`src/rtl/shreg_seq_pkg.sv`:
```
// Shared types for the shift-register command sequencer: op/mode encoding and FSM states.
// Op encoding matches the register's mode pins, so a latched op drives reg_mode directly.
package shreg_seq_pkg;

    typedef enum logic [1:0] {
        OP_SISO_R = 2'b00,
        OP_SISO_L = 2'b01,
        OP_PISO   = 2'b10,
        OP_PIPO   = 2'b11
    } op_e;

    typedef enum logic [2:0] {
        ST_IDLE    = 3'd0,
        ST_LOAD    = 3'd1,
        ST_SHIFT   = 3'd2,
        ST_CAPTURE = 3'd3,
        ST_RESP    = 3'd4
    } state_e;

    localparam logic [1:0] MODE_IDLE = 2'b11;

    function automatic logic op_needs_load(input op_e op);
        return (op == OP_PISO) || (op == OP_PIPO);
    endfunction

endpackage

```
`src/rtl/shreg_seq_collector.sv`:
```
// Serial deserializer: gathers one bit per shift into a WIDTH-bit word, MSB- or LSB-side insertion.
// Latency: o_dat_nxt shows the word including the bit being shifted in this cycle; no backpressure.
// Backpressure: none, the sequencer owns the shift strobe.
module shreg_seq_collector
    import shreg_seq_pkg::*;
#(
    parameter int WIDTH = 64
) (
    input  logic             clk,
    input  logic             rst_n,
    input  logic             i_clr,
    input  logic             i_shift,
    input  logic             i_dir_left,
    input  logic             i_bit,
    output logic [WIDTH-1:0] o_dat_nxt
);

    logic [WIDTH-1:0] r_col;
    logic [WIDTH-1:0] w_shifted;

    // Left mode inserts at the LSB (register emits its MSB first); right mode inserts at the MSB.
    always_comb begin
        w_shifted = r_col;
        if (i_dir_left) begin
            w_shifted = {r_col[WIDTH-2:0], i_bit};
        end else begin
            w_shifted = {i_bit, r_col[WIDTH-1:1]};
        end
    end

    assign o_dat_nxt = i_shift ? w_shifted : r_col;

    always_ff @(posedge clk or negedge rst_n) begin
        if (!rst_n) begin
            r_col <= '0;
        end else if (i_clr) begin
            r_col <= '0;
        end else if (i_shift) begin
            r_col <= w_shifted;
        end
    end

endmodule

```
`src/rtl/shreg_seq_ctrl.sv`:
```
// Command sequencer that is sole master of the 4-mode shift register's control pins.
// Latency accept->rsp_valid: PIPO 3, PISO WIDTH+2, SISO WIDTH+1; one command in flight.
// Backpressure: cmd_ready only in IDLE; response held until rsp_ready. Option: SHREG_SEQ_CHECK_EN.
module shreg_seq_ctrl
    import shreg_seq_pkg::*;
#(
    parameter int WIDTH = 64
) (
    input  logic             clk,
    input  logic             rst,
    input  logic             cmd_valid,
    output logic             cmd_ready,
    input  logic [1:0]       cmd_op,
    input  logic [WIDTH-1:0] cmd_data,
    output logic             rsp_valid,
    input  logic             rsp_ready,
    output logic [WIDTH-1:0] rsp_data,
`ifdef SHREG_SEQ_CHECK_EN
    output logic             rsp_mismatch,
`endif
    output logic             busy,
    output logic             reg_enable,
    output logic [1:0]       reg_mode,
    output logic             reg_load,
    output logic             reg_serial_in,
    output logic [WIDTH-1:0] reg_parallel_in,
    input  logic             reg_serial_out,
    input  logic [WIDTH-1:0] reg_parallel_out
);

    localparam int CNT_W = $clog2(WIDTH);
    localparam logic [CNT_W-1:0] CNT_LAST = CNT_W'(WIDTH - 1);

    state_e           r_state;
    state_e           w_state_nxt;
    op_e              r_op;
    logic [1:0]       r_mode;
    logic [WIDTH-1:0] r_data;
    logic [CNT_W-1:0] r_cnt;
    logic [WIDTH-1:0] r_rsp_data;

    logic             w_accept;
    logic             w_shift_last;
    logic             w_col_shift;
    logic [CNT_W-1:0] w_idx_left;
    logic [WIDTH-1:0] w_col_nxt;

    assign w_accept     = cmd_valid && (r_state == ST_IDLE);
    assign w_shift_last = (r_state == ST_SHIFT) && (r_cnt == CNT_LAST);
    assign w_col_shift  = (r_state == ST_SHIFT);
    assign w_idx_left   = CNT_LAST - r_cnt;

    always_comb begin
        w_state_nxt = r_state;
        case (r_state)
            ST_IDLE: begin
                if (w_accept) begin
                    w_state_nxt = op_needs_load(op_e'(cmd_op)) ? ST_LOAD : ST_SHIFT;
                end
            end
            ST_LOAD: begin
                w_state_nxt = (r_op == OP_PIPO) ? ST_CAPTURE : ST_SHIFT;
            end
            ST_SHIFT: begin
                if (w_shift_last) begin
                    w_state_nxt = ST_RESP;
                end
            end
            ST_CAPTURE: begin
                w_state_nxt = ST_RESP;
            end
            ST_RESP: begin
                if (rsp_ready) begin
                    w_state_nxt = ST_IDLE;
                end
            end
            default: begin
                w_state_nxt = ST_IDLE;
            end
        endcase
    end

    // Register pins decode only from registered state so cmd_* never reaches them combinationally.
    always_comb begin
        reg_enable      = 1'b0;
        reg_load        = 1'b0;
        reg_serial_in   = 1'b0;
        reg_parallel_in = '0;
        case (r_state)
            ST_LOAD: begin
                reg_enable      = 1'b1;
                reg_load        = 1'b1;
                reg_parallel_in = r_data;
            end
            ST_SHIFT: begin
                reg_enable = 1'b1;
                case (r_op)
                    OP_SISO_R: reg_serial_in = r_data[r_cnt];
                    OP_SISO_L: reg_serial_in = r_data[w_idx_left];
                    default:   reg_serial_in = 1'b0;
                endcase
            end
            default: begin
                reg_enable = 1'b0;
            end
        endcase
    end

    assign reg_mode  = r_mode;
    assign cmd_ready = (r_state == ST_IDLE);
    assign busy      = (r_state != ST_IDLE);
    assign rsp_valid = (r_state == ST_RESP);
    assign rsp_data  = r_rsp_data;

    shreg_seq_collector #(
        .WIDTH (WIDTH)
    ) u_collector (
        .clk        (clk),
        .rst_n      (rst),
        .i_clr      (w_accept),
        .i_shift    (w_col_shift),
        .i_dir_left (r_op == OP_SISO_L),
        .i_bit      (reg_serial_out),
        .o_dat_nxt  (w_col_nxt)
    );

    always_ff @(posedge clk or negedge rst) begin
        if (!rst) begin
            r_state <= ST_IDLE;
        end else begin
            r_state <= w_state_nxt;
        end
    end

    always_ff @(posedge clk or negedge rst) begin
        if (!rst) begin
            r_op       <= OP_PIPO;
            r_mode     <= MODE_IDLE;
            r_data     <= '0;
            r_cnt      <= '0;
            r_rsp_data <= '0;
        end else begin
            if (w_accept) begin
                r_op   <= op_e'(cmd_op);
                r_mode <= cmd_op;
                r_data <= cmd_data;
                r_cnt  <= '0;
            end else if (r_state == ST_SHIFT) begin
                r_cnt <= r_cnt + CNT_W'(1);
            end
            if ((r_state == ST_RESP) && rsp_ready) begin
                r_mode <= MODE_IDLE;
            end
            if (r_state == ST_CAPTURE) begin
                r_rsp_data <= reg_parallel_out;
            end else if (w_shift_last) begin
                r_rsp_data <= w_col_nxt;
            end
        end
    end

`ifdef SHREG_SEQ_CHECK_EN
    logic r_mismatch;

    // Only load-based ops have an expected readback equal to the written word.
    always_ff @(posedge clk or negedge rst) begin
        if (!rst) begin
            r_mismatch <= 1'b0;
        end else if (w_accept) begin
            r_mismatch <= 1'b0;
        end else if (r_state == ST_CAPTURE) begin
            r_mismatch <= (reg_parallel_out != r_data);
        end else if (w_shift_last) begin
            r_mismatch <= (r_op == OP_PISO) && (w_col_nxt != r_data);
        end
    end

    assign rsp_mismatch = r_mismatch;
`endif

endmodule

```
`config.mk`:
```
export PLATFORM = sky130hd
export DESIGN_NAME = shreg_seq_ctrl
export DESIGN_NICKNAME = d
export VERILOG_FILES = /design/src/rtl/shreg_seq_pkg.sv /design/src/rtl/shreg_seq_collector.sv /design/src/rtl/shreg_seq_ctrl.sv
export SDC_FILE = /design/constraint.sdc
export NUM_CORES = 1
export LEC_CHECK = 0
export CAP_MARGIN = 20
export CORE_AREA = 8 8 154 156
export DETAILED_ROUTE_END_ITERATION = 12
export DIE_AREA = 0 0 162 164
export HOLD_SLACK_MARGIN = 0.05
export PLACE_DENSITY = 0.8
export SYNTH_ARGS = -nofsm -noshare
export SYNTH_HDL_FRONTEND = slang
export SYNTH_SLANG_ARGS = --single-unit
```
`constraint.sdc`:
```
create_clock -name clk -period 4.9 [get_ports clk]
set_input_delay 1.47 -clock clk [delete_from_list [all_inputs] [get_ports clk]]
set_output_delay 1.47 -clock clk [all_outputs]
set_load 0.005 [all_outputs]
```
==> results of run 1 <==
[cell families after synthesis]
logic type | share of synthesized area, %
flip-flops | 49.1
AO/OA/AOI/OAI | 12.8
XOR/XNOR | 0.418
adder cells (fa/ha/maj) | 0.120
multiplexers | 13.7
buffers and inverters | 5.06
AND/OR/NAND/NOR | 18.9
[power groups by stage]
| stage | logic (µW) | registers [µW] | clock network (µW) |
|---|---|---|---|
| 2_1_floorplan | 2710 | 2990 | 0 |
| 3_3_place_gp | 3690 | 3270 | 0 |
| 3_5_place_dp | 3810 | 3300 | 0 |
| 4_1_cts | 3840 | 3280 | 1750 |
| 5_1_grt | 4230 | 3400 | 1820 |
| 6_report | 3850 | 3290 | 1710 |
[per-layer routing]
layer | vias to the layer above | GRT usage [%]
li1 | 4122 | -
met1 | 4263 | 28.9
met2 | 308 | 35.7
met3 | 35 | 5.71
met4 | 0 | 4.92
met5 | - | 0
[flip-flops by register name, summed over array words and instances (netlist names)]
| signal | flops |
|---|---|
| r_cnt | 6 |
| r_data | 64 |
| r_op | 2 |
| r_state | 3 |
| reg_mode | 2 |
| rsp_data | 64 |
| u_collector.r_col | 64 |
[cells in the mapped netlist, types with 11 or more instances]
library cell and number:
and2_1 66, a221o_1 65, nor3_1 68, buf_2 22
mux4_2 24, dfrtp_1 201, clkbuf_1 43, nand2_1 209
a211oi_1 65, mux2i_1 75, nor2_1 79, buf_1 11
[area by class of cell]
type / instances / area (µm²) / share of cell area (%)
Timing Repair Buffer: 289 / 2910 / 20.7
Tap cell: 280 / 350 / 2.50
Sequential cell: 205 / 5140 / 36.7
Inverter: 7 / 26.3 / 0.188
Multi-Input combinational cell: 718 / 4830 / 34.5
Clock buffer: 30 / 642 / 4.58
Antenna cell: 1 / 2.50 / 0.0179
Clock inverter: 10 / 109 / 0.777
[final timing paths]
| check | slack, ps | endpoint |
|---|---|---|
| worst max-delay path | 250 | reg_serial_in |
| worst min-delay path | 510 | rsp_data[24]$_DFFE_PN0P_ |
| worst max register to register | 1900 | rsp_data[45]$_DFFE_PN0P_ |
| worst min register to register | 510 | rsp_data[24]$_DFFE_PN0P_ |
| max in group asynchronous | 2880 | reg_mode[0]$_DFFE_PN1P_ |
| min in group asynchronous | 1040 | rsp_data[52]$_DFFE_PN0P_ |
[timing repair]
item,in CTS,in global routing
setup endpoints to repair,0,1
resized for setup,0,1
setup buffers,0,0
[through the flow]
stage / utilization (%) / instances / instance area [µm²] / setup WS, ps / hold WS, ps
2_1_floorplan: - / 1024 / 10500 / 1730 / 468
3_3_place_gp: 61.9 / 1497 / 13200 / 699 / 493
3_5_place_dp: 61.9 / 1497 / 13200 / 646 / 494
4_1_cts: 65.4 / 1537 / 14000 / 93.9 / 515
5_1_grt: 65.6 / 1539 / 14000 / 111 / 524
6_report: 65.6 / 1540 / 14000 / 250 / 508
==> metrics.txt, run 1 <==
status completed; Fillers 1,689; post-synth cell types 48; Root Driver clkbuf_16; fin nets 1,380; final worst-path cycle share 94.9%; Worst setup EP type output port; Arrival @ worst endpoint 3180 ps; Main synth FF type dfrtp_1; Int Power 5570 µW; Post-synth ARST share 100%; Clk network pwr share 19.3%; Antenna Nets Post-Route 0; RSZ-0062 raised after global routing false; hold path startpoint rsp_data[24]$_DFFE_PN0P_; overflow left after global routing 0; Switching Share 37.2%; slew margin rel. 37.8%; CP Launch Point r_cnt[1]$_DFFE_PN0P_; Max H-tree Level 1; met1 WL 12.9 mm; DP Wirelength 20.3 mm; Setup TNS Final 0 ps; Syn Std Cell Area 10,500 µm²; core area 21,400 µm²; Final Max Slew Viols 0; Yosys reg bits 205; Pleak 0.00594 µW; Final Hold Vio Count 0; Clock Sinks 205; initial core utilization 49.0%; cts hold-fix bufs 0; HP Class reg -> reg; crit-path max cell delay 910 ps; clk buf depth 3; fin crit period 4650 ps; commonest cells after routing, fill and taps aside 269 x clkdlybuf4s50_1, 208 x nand2_1, 200 x dfrtp_1, 78 x nor2_1, 75 x mux2i_1; Yosys top cell by area dfrtp_1; fmax 0.215 GHz; top cells by area, synth dfrtp_1 48%, nand2_1 7.5%, mux2i_1 7.2%, a221o_1 6.2%, mux4_2 5.2%; met3 WL 2.31 mm; VDD IR max 0.308 mV; Avg Cell Area, Syn 10.2 µm²; Layout Skew 17.4 ps; layout cells sized above 1 8.34%; combinational share of power 43.5%; clk_lat worst skew 510 ps; die width 162 µm; startpoint class of the critical path flip-flop; initial antenna violation count 0; CP Buf/Inv Count 2; total net switching power 3290 µW; TritonRoute pass-1 iters 5; Clock transition at path regs 60 ps; vias per std cell 5.67; WHS Path Cells 1; RR Startpoint r_state[2]$_DFFE_PN0P_; TritonCTS buffer count 23; Cells after Synth 1,024; pwr dens 632 nW/µm²; number of synthesized flops with an enable pin 0; top sig layer met4; crit path kind reg -> out; CP max stage cell dfrtp_1; total of max-cap violations 0; die height 164 µm; Worst Tran Pin Value 933 ps; initial DRC count 532; Seq pwr share 37.2%; die area 26,600 µm²; CTS tree built; YS warnings 0; WL/cell 19.6 µm; CP Depth 7; R2R depth 6; total power 8860 µW; crit path cell chain buf_4 > mux4_2 > a22oi_1 > a21oi_1 > o21ai_0 > a32oi_1 > clkdlybuf4s50_1; Net Count, Synth 1,160; Worst Path Required 3430 ps; # IOs 271; critical path's top delay family flip-flops; commonest non-fill, non-tap cell in the layout clkdlybuf4s50_1; first-pass GRT wire length 48.1 mm; Site Rows 54; met2 wire len 14.5 mm; routed via count 8,728; Synth-to-Final Area Change 33.9%; GP Congestion 0.823; post-synthesis sequential area ratio 49.1%; DRC 0; largest net degree at the start of global routing 129; CP max FO 23; Final Setup Violations 0; vias in the first global route 8,883; port bufs 270; Total Routing Usage GR 21.9%; share of the synthesized area in the top cell type 48.1%; final wirelength 30.1 mm
No activity file was read; power rests on OpenSTA's default activity.
==> run 2, diff against run 1 <==
--- a/config.mk
+++ b/config.mk
@@ -7,6 +7,7 @@
 export LEC_CHECK = 0
 export CAP_MARGIN = 20
 export CORE_AREA = 8 8 154 156
+export CTS_CLUSTER_DIAMETER = 40
 export DETAILED_ROUTE_END_ITERATION = 12
 export DIE_AREA = 0 0 162 164
 export HOLD_SLACK_MARGIN = 0.05
==> run 2 against run 1 <==
Net effect:
- clock power rose by 41%
- worst hold slack got worse by 0.84 ps
- cell area rose by 2.9%
- fmax barely moved
- die area did not move
- worst setup slack improved by 3.9 ps
- power rose by 8.0%
- non-clock buffer count did not move
- utilization rose by 1.9 points
- critical path depth did not move
- routed wire length rose by 1.7%
==> metrics.txt, run 2 (synthesized netlist as in run 1, its figures left out) <==
status completed; Switching Share 36.4% (-0.74 points); initial antenna violation count 0 (unchanged); largest net degree at the start of global routing 129 (unchanged); Final Setup Violations 0 (unchanged); fin crit period 4650 ps (-3.86 ps); VDD IR max 0.321 mV (+4.4%); crit path cell chain buf_4 > mux4_2 > a22oi_1 > a21oi_1 > o21ai_0 > a32oi_1 > clkdlybuf4s50_1; DRC 0 (unchanged); fmax 0.215 GHz (about the same); CP max stage cell dfrtp_1; fin nets 1,391 (+0.80%); Worst Tran Pin Value 908 ps (-24.5 ps); Synth-to-Final Area Change 37.8%; core area 21,400 µm² (unchanged); Root Driver clkbuf_16; initial DRC count 622 (+17%); # IOs 271 (unchanged); critical path's top delay family flip-flops; clk_lat worst skew 490 ps (-20 ps); die height 164 µm (unchanged); Clock transition at path regs 60 ps (about the same); Total Routing Usage GR 22.7% (+0.83 points); HP Class reg -> reg; pwr dens 663 nW/µm² (+4.9%); vias per std cell 5.60 (-1.1%); layout cells sized above 1 9.92% (+1.6 points); final worst-path cycle share 94.8% (about the same); total of max-cap violations 0 (unchanged); Seq pwr share 34.5% (-2.7 points); Worst setup EP type output port; placed inst area 13,200 µm² (unchanged); initial core utilization 49.0% (unchanged); RSZ-0062 raised after global routing false; Final Max Slew Viols 0 (unchanged); Pleak 0.00614 µW (+3.3%); combinational share of power 40.4% (-3.1 points); die width 162 µm (unchanged); Final Non-Filler Cells 1,561 (+1.4%); Layout Skew 14.2 ps (-3.27 ps); TritonCTS buffer count 34 (+48%); crit-path max cell delay 920 ps (about the same); startpoint class of the critical path flip-flop; Clk network pwr share 25.2% (+5.9 points); cts hold-fix bufs 0 (unchanged); Worst Path Required 3430 ps (about the same); Final Cell Area 14,400 µm² (+2.9%); WL/cell 19.6 µm (+0.28%); CP max FO 23 (unchanged); DP Cell Count 1,497 (unchanged); GP Congestion 0.823 (unchanged); overflow left after global routing 0 (unchanged); die area 26,600 µm² (unchanged); vias in the first global route 9,114 (+2.6%); routed via count 8,749 (+0.24%); Int Power 6080 µW (+9.2%); total net switching power 3480 µW (+5.8%); final wirelength 30.6 mm (+1.7%); Site Rows 54 (unchanged); Antenna Nets Post-Route 0 (unchanged); slew margin rel. 39.5% (+1.6 points); post-CTS setup buffers 0 (unchanged); Clock Sinks 205 (unchanged); Setup TNS Final 0 ps (unchanged); clk buf depth 3 (unchanged); CTS tree built; crit path kind reg -> out; CP Buf/Inv Count 2 (unchanged); Arrival @ worst endpoint 3180 ps (about the same); DP Wirelength 20.3 mm (unchanged); port bufs 270 (unchanged); commonest non-fill, non-tap cell in the layout clkdlybuf4s50_1; Max H-tree Level 2 (+1); Final Hold Vio Count 0 (unchanged); TritonRoute pass-1 iters 4 (-1); commonest cells after routing, fill and taps aside 269 x clkdlybuf4s50_1, 208 x nand2_1, 200 x dfrtp_1, 78 x nor2_1, 75 x mux2i_1; first-pass GRT wire length 49.5 mm (+2.9%)
==> run 2: changes by cell type in the layout (fill, tap and decap cells not counted), sizes merged <==
| cell | delta |
|---|---|
| bufinv | +1 |
| inv | +9 |
| clkbuf | +10 |
| clkinvlp | +1 |
==> run 2: final cells by class <==
cell class,instances,area (µm²)
Sequential cell,205,5140
Inverter,7,26.3
Antenna cell,1,2.50
Timing Repair Buffer,289,2910
Clock inverter,21,238
Tap cell,280,350
Multi-Input combinational cell,718,4830
Clock buffer,40,925
Fill cell,1644,6930
==> run 2: timing repair <==
item	in CTS	in global routing
setup endpoints to repair	0	1
hold endpoints to repair	0	0
resized for setup	0	1
==> run 2: worst reg2reg max path: stages (launching register included) <==
cell,delay (ps)
dfrtp_1,540
or3b_2,230
buf_4,570
nor2_1,180
nor2_4,680
buf_4,490
a221o_1,250
==> run 2: stage by stage <==
step,power [µW],hold WS (ps),utilization [%],setup WS (ps)
after global routing,10200,526,67.5,133
after floorplan,5700,468,-,1730
after global placement,6960,493,61.9,699
final,9560,507,67.5,253
after detailed placement,7100,494,61.9,646
after CTS,9600,512,67.3,116
==> run 2: layer usage <==
metal / global-route usage, % / share of wire, %
met1: 29.0 / 42
met2: 37.6 / 48
met3: 6.49 / 7.6
met4: 5.85 / 1.5
met5: 0 / 0
==> run 2: path summary, 6_finish.rpt <==
path                                          startpoint                        to  slack [ps]  depth (start not counted)
worst max-delay path                r_cnt[1]$_DFFE_PN0P_             reg_serial_in         250                          7
worst min-delay path            rsp_data[24]$_DFFE_PN0P_  rsp_data[24]$_DFFE_PN0P_         510                          1
worst max register to register    r_state[2]$_DFFE_PN0P_  rsp_data[28]$_DFFE_PN0P_        1880                          6
worst min register to register  rsp_data[24]$_DFFE_PN0P_  rsp_data[24]$_DFFE_PN0P_         510                          1
max in group asynchronous                            rst   reg_mode[0]$_DFFE_PN1P_        2820                          2
min in group asynchronous                            rst  rsp_data[52]$_DFFE_PN0P_        1070                          1
==> run 2: power by group through the flow <==
stage               clock (µW)  combinational (µW)  sequential (µW)
floorplan                    0                2710             2990
global placement             0                3690             3270
detailed placement           0                3810             3300
CTS                       2450                3860             3290
global route              2540                4240             3410
finish                    2410                3860             3300
==> run 3, diff against run 2 <==
--- a/config.mk
+++ b/config.mk
@@ -6,12 +6,15 @@
 export NUM_CORES = 1
 export LEC_CHECK = 0
 export CAP_MARGIN = 20
-export CORE_AREA = 8 8 154 156
+export CELL_PAD_IN_SITES_DETAIL_PLACEMENT = 1
+export CELL_PAD_IN_SITES_GLOBAL_PLACEMENT = 1
+export CORE_AREA = 8 8 169 171
 export CTS_CLUSTER_DIAMETER = 40
 export DETAILED_ROUTE_END_ITERATION = 12
-export DIE_AREA = 0 0 162 164
+export DIE_AREA = 0 0 177 179
 export HOLD_SLACK_MARGIN = 0.05
-export PLACE_DENSITY = 0.8
+export PLACE_DENSITY = 0.85
+export SKIP_CTS_REPAIR_TIMING = 1
 export SYNTH_ARGS = -nofsm -noshare
 export SYNTH_HDL_FRONTEND = slang
 export SYNTH_SLANG_ARGS = --single-unit
==> run 3 against run 2 <==
Net effect:
- via count is 3.7% higher
- sequential cell count unchanged
- worst setup slack lost 20 ps
- largest power group unchanged
- final cell count up 3.5%
- critical path type unchanged
- power is 2.6% higher
- highest routed layer unchanged
- sequential power about the same
- die area is 19% higher
==> metrics.txt, run 3 (synthesized netlist as in run 1, its figures left out) <==
status completed; Setup TNS Final 0 ps (unchanged); first-pass GRT wire length 56.3 mm (+14%); commonest non-fill, non-tap cell in the layout clkdlybuf4s50_1; core area 25,800 µm² (+21%); pwr dens 676 nW/µm² (+1.9%); fmax 0.214 GHz (-0.43%); Hold Slack 510 ps (+2.51 ps); Worst setup EP type output port; Synth-to-Final Area Change 38.8%; crit path kind reg -> out; WL/cell 21.7 µm (+11%); commonest cells after routing, fill and taps aside 269 x clkdlybuf4s50_1, 208 x nand2_1, 200 x dfrtp_1, 78 x nor2_1, 75 x mux2i_1; CP max stage cell dfrtp_2; r2r endpoint rsp_data[17]$_DFFE_PN0P_; Final Hold Vio Count 0 (unchanged); initial DRC count 636 (+2.3%); die area 31,700 µm² (+19%); initial antenna violation count 0 (unchanged); Core Util, Final 56.4% (-11 points); CP max FO 19 (-17%); crit path cell chain buf_4 > mux4_1 > a22oi_1 > a21oi_1 > o21ai_0 > a32oi_1 > clkdlybuf4s50_1; layout cells sized above 1 9.99% (+0.070 points); Arrival @ worst endpoint 3200 ps (+20 ps); VDD IR max 0.312 mV (-2.8%); initial core utilization 40.6% (-8.4 points); Layout Skew 25.9 ps (+11.8 ps); routed via count 9,072 (+3.7%); slew margin rel. 25.9% (-14 points); Pleak 0.00616 µW (+0.30%); vias in the first global route 9,900 (+8.6%); Site Rows 59 (+9.3%); Max H-tree Level 2 (unchanged); TritonRoute pass-1 iters 4 (unchanged); CP Buf/Inv Count 2 (unchanged); PnR worst setup slack 233 ps (-20.2 ps); DRC 0 (unchanged); final worst-path cycle share 95.2% (+0.41 points); RSZ-0062 raised after global routing false; Antenna Nets Post-Route 0 (unchanged); antenna diode count 0 (-1); vias per std cell 5.61 (+0.16%); WHS Path Cells 1 (unchanged); Clock Sinks 205 (unchanged); R2R depth 6 (unchanged); total power 9810 µW (+2.6%); overflow left after global routing 0 (unchanged); clk buf depth 3 (unchanged); Total Routing Usage GR 21.9% (-0.82 points); Root Driver clkbuf_16; Final Setup Violations 0 (unchanged); total of max-cap violations 0 (unchanged); clk_lat worst skew 510 ps (+20 ps); fin crit period 4670 ps (+20.2 ps); Clock transition at path regs 50 ps (about the same); Worst Path Required 3430 ps (about the same); RR Startpoint r_state[2]$_DFFE_PN0P_; Worst Tran Pin Value 1110 ps (+203 ps); Final Max Slew Viols 0 (unchanged); die width 177 µm (+9.3%); final wirelength 35.1 mm (+15%); GP Congestion 0.836 (+1.6%); HP Class reg -> reg; # IOs 271 (unchanged); die height 179 µm (+9.1%); critical path's top delay family buffers and inverters; crit-path max cell delay 720 ps (-200 ps); hold path startpoint rsp_data[24]$_DFFE_PN0P_; flop-to-flop setup slack 2090 ps (+210 ps); CP Launch Point r_cnt[0]$_DFFE_PN0P_; Hold EP rsp_data[24]$_DFFE_PN0P_; fin nets 1,391 (unchanged); CTS tree built; DP Wirelength 23.4 mm (+15%); TritonCTS buffer count 36 (+5.9%); pre-CTS setup slack 727 ps (+81.6 ps); startpoint class of the critical path flip-flop; port bufs 270 (unchanged); largest net degree at the start of global routing 129 (unchanged)
## run 3: cell count changes in the layout (fill, tap and decap cells not counted)
cell / change
dfrtp_2: +1
diode_2: -1
inv_6: -5
bufinv_16: +1
clkinv_4: +3
clkinv_2: +5
dfrtp_4: -1
buf_4: -2
inv_8: -2
clkbuf_16: +2
clkbuf_8: -1
## run 3: layout make-up
class | instances | area, µm²
clock buffer | 41 | 961
clock inverter | 23 | 253
fill | 2757 | 11200
inverter | 7 | 26.3
multi-input combinational | 718 | 4830
sequential | 205 | 5140
tap | 335 | 419
timing repair buffer | 287 | 2890
## run 3: worst register-to-register path, stage by stage, from the launching register on
cell     delay [ps]
dfrtp_1         540
or3b_2          230
buf_4           560
nor2_1          210
nor2_4          290
buf_4           550
a221o_1         370
## run 3: layer usage
layer,share of wire (%),global-route usage [%],up-vias
li1,-,-,4137
met5,0,0,-
met3,6.2,5.45,55
met4,1.9,5.92,0
met1,42,27.6,4604
met2,50,37.1,276
## run 3: worst max path at each step
stage / slack (ps) / cells after the start / to
final: 230 / 7 / reg_serial_in
after global routing: 50 / 7 / reg_serial_in
after CTS: 170 / 7 / reg_serial_in
after detailed placement: 730 / 7 / reg_serial_in
after global placement: 760 / 7 / reg_serial_in
after floorplan: 1730 / 8 / reg_serial_in
## run 3: metrics by stage
step,cell area (µm²),instances
floorplan,10500,1024
global placement,13300,1551
detailed placement,13300,1551
CTS,14500,1615
global route,14500,1616
finish,14500,1616
## run 3: power by group
| part | total (µW) | internal (µW) | switching, µW |
|---|---|---|---|
| logic | 3980 | 2030 | 1950 |
| registers | 3320 | 2520 | 798 |
| clock network | 2520 | 1630 | 892 |
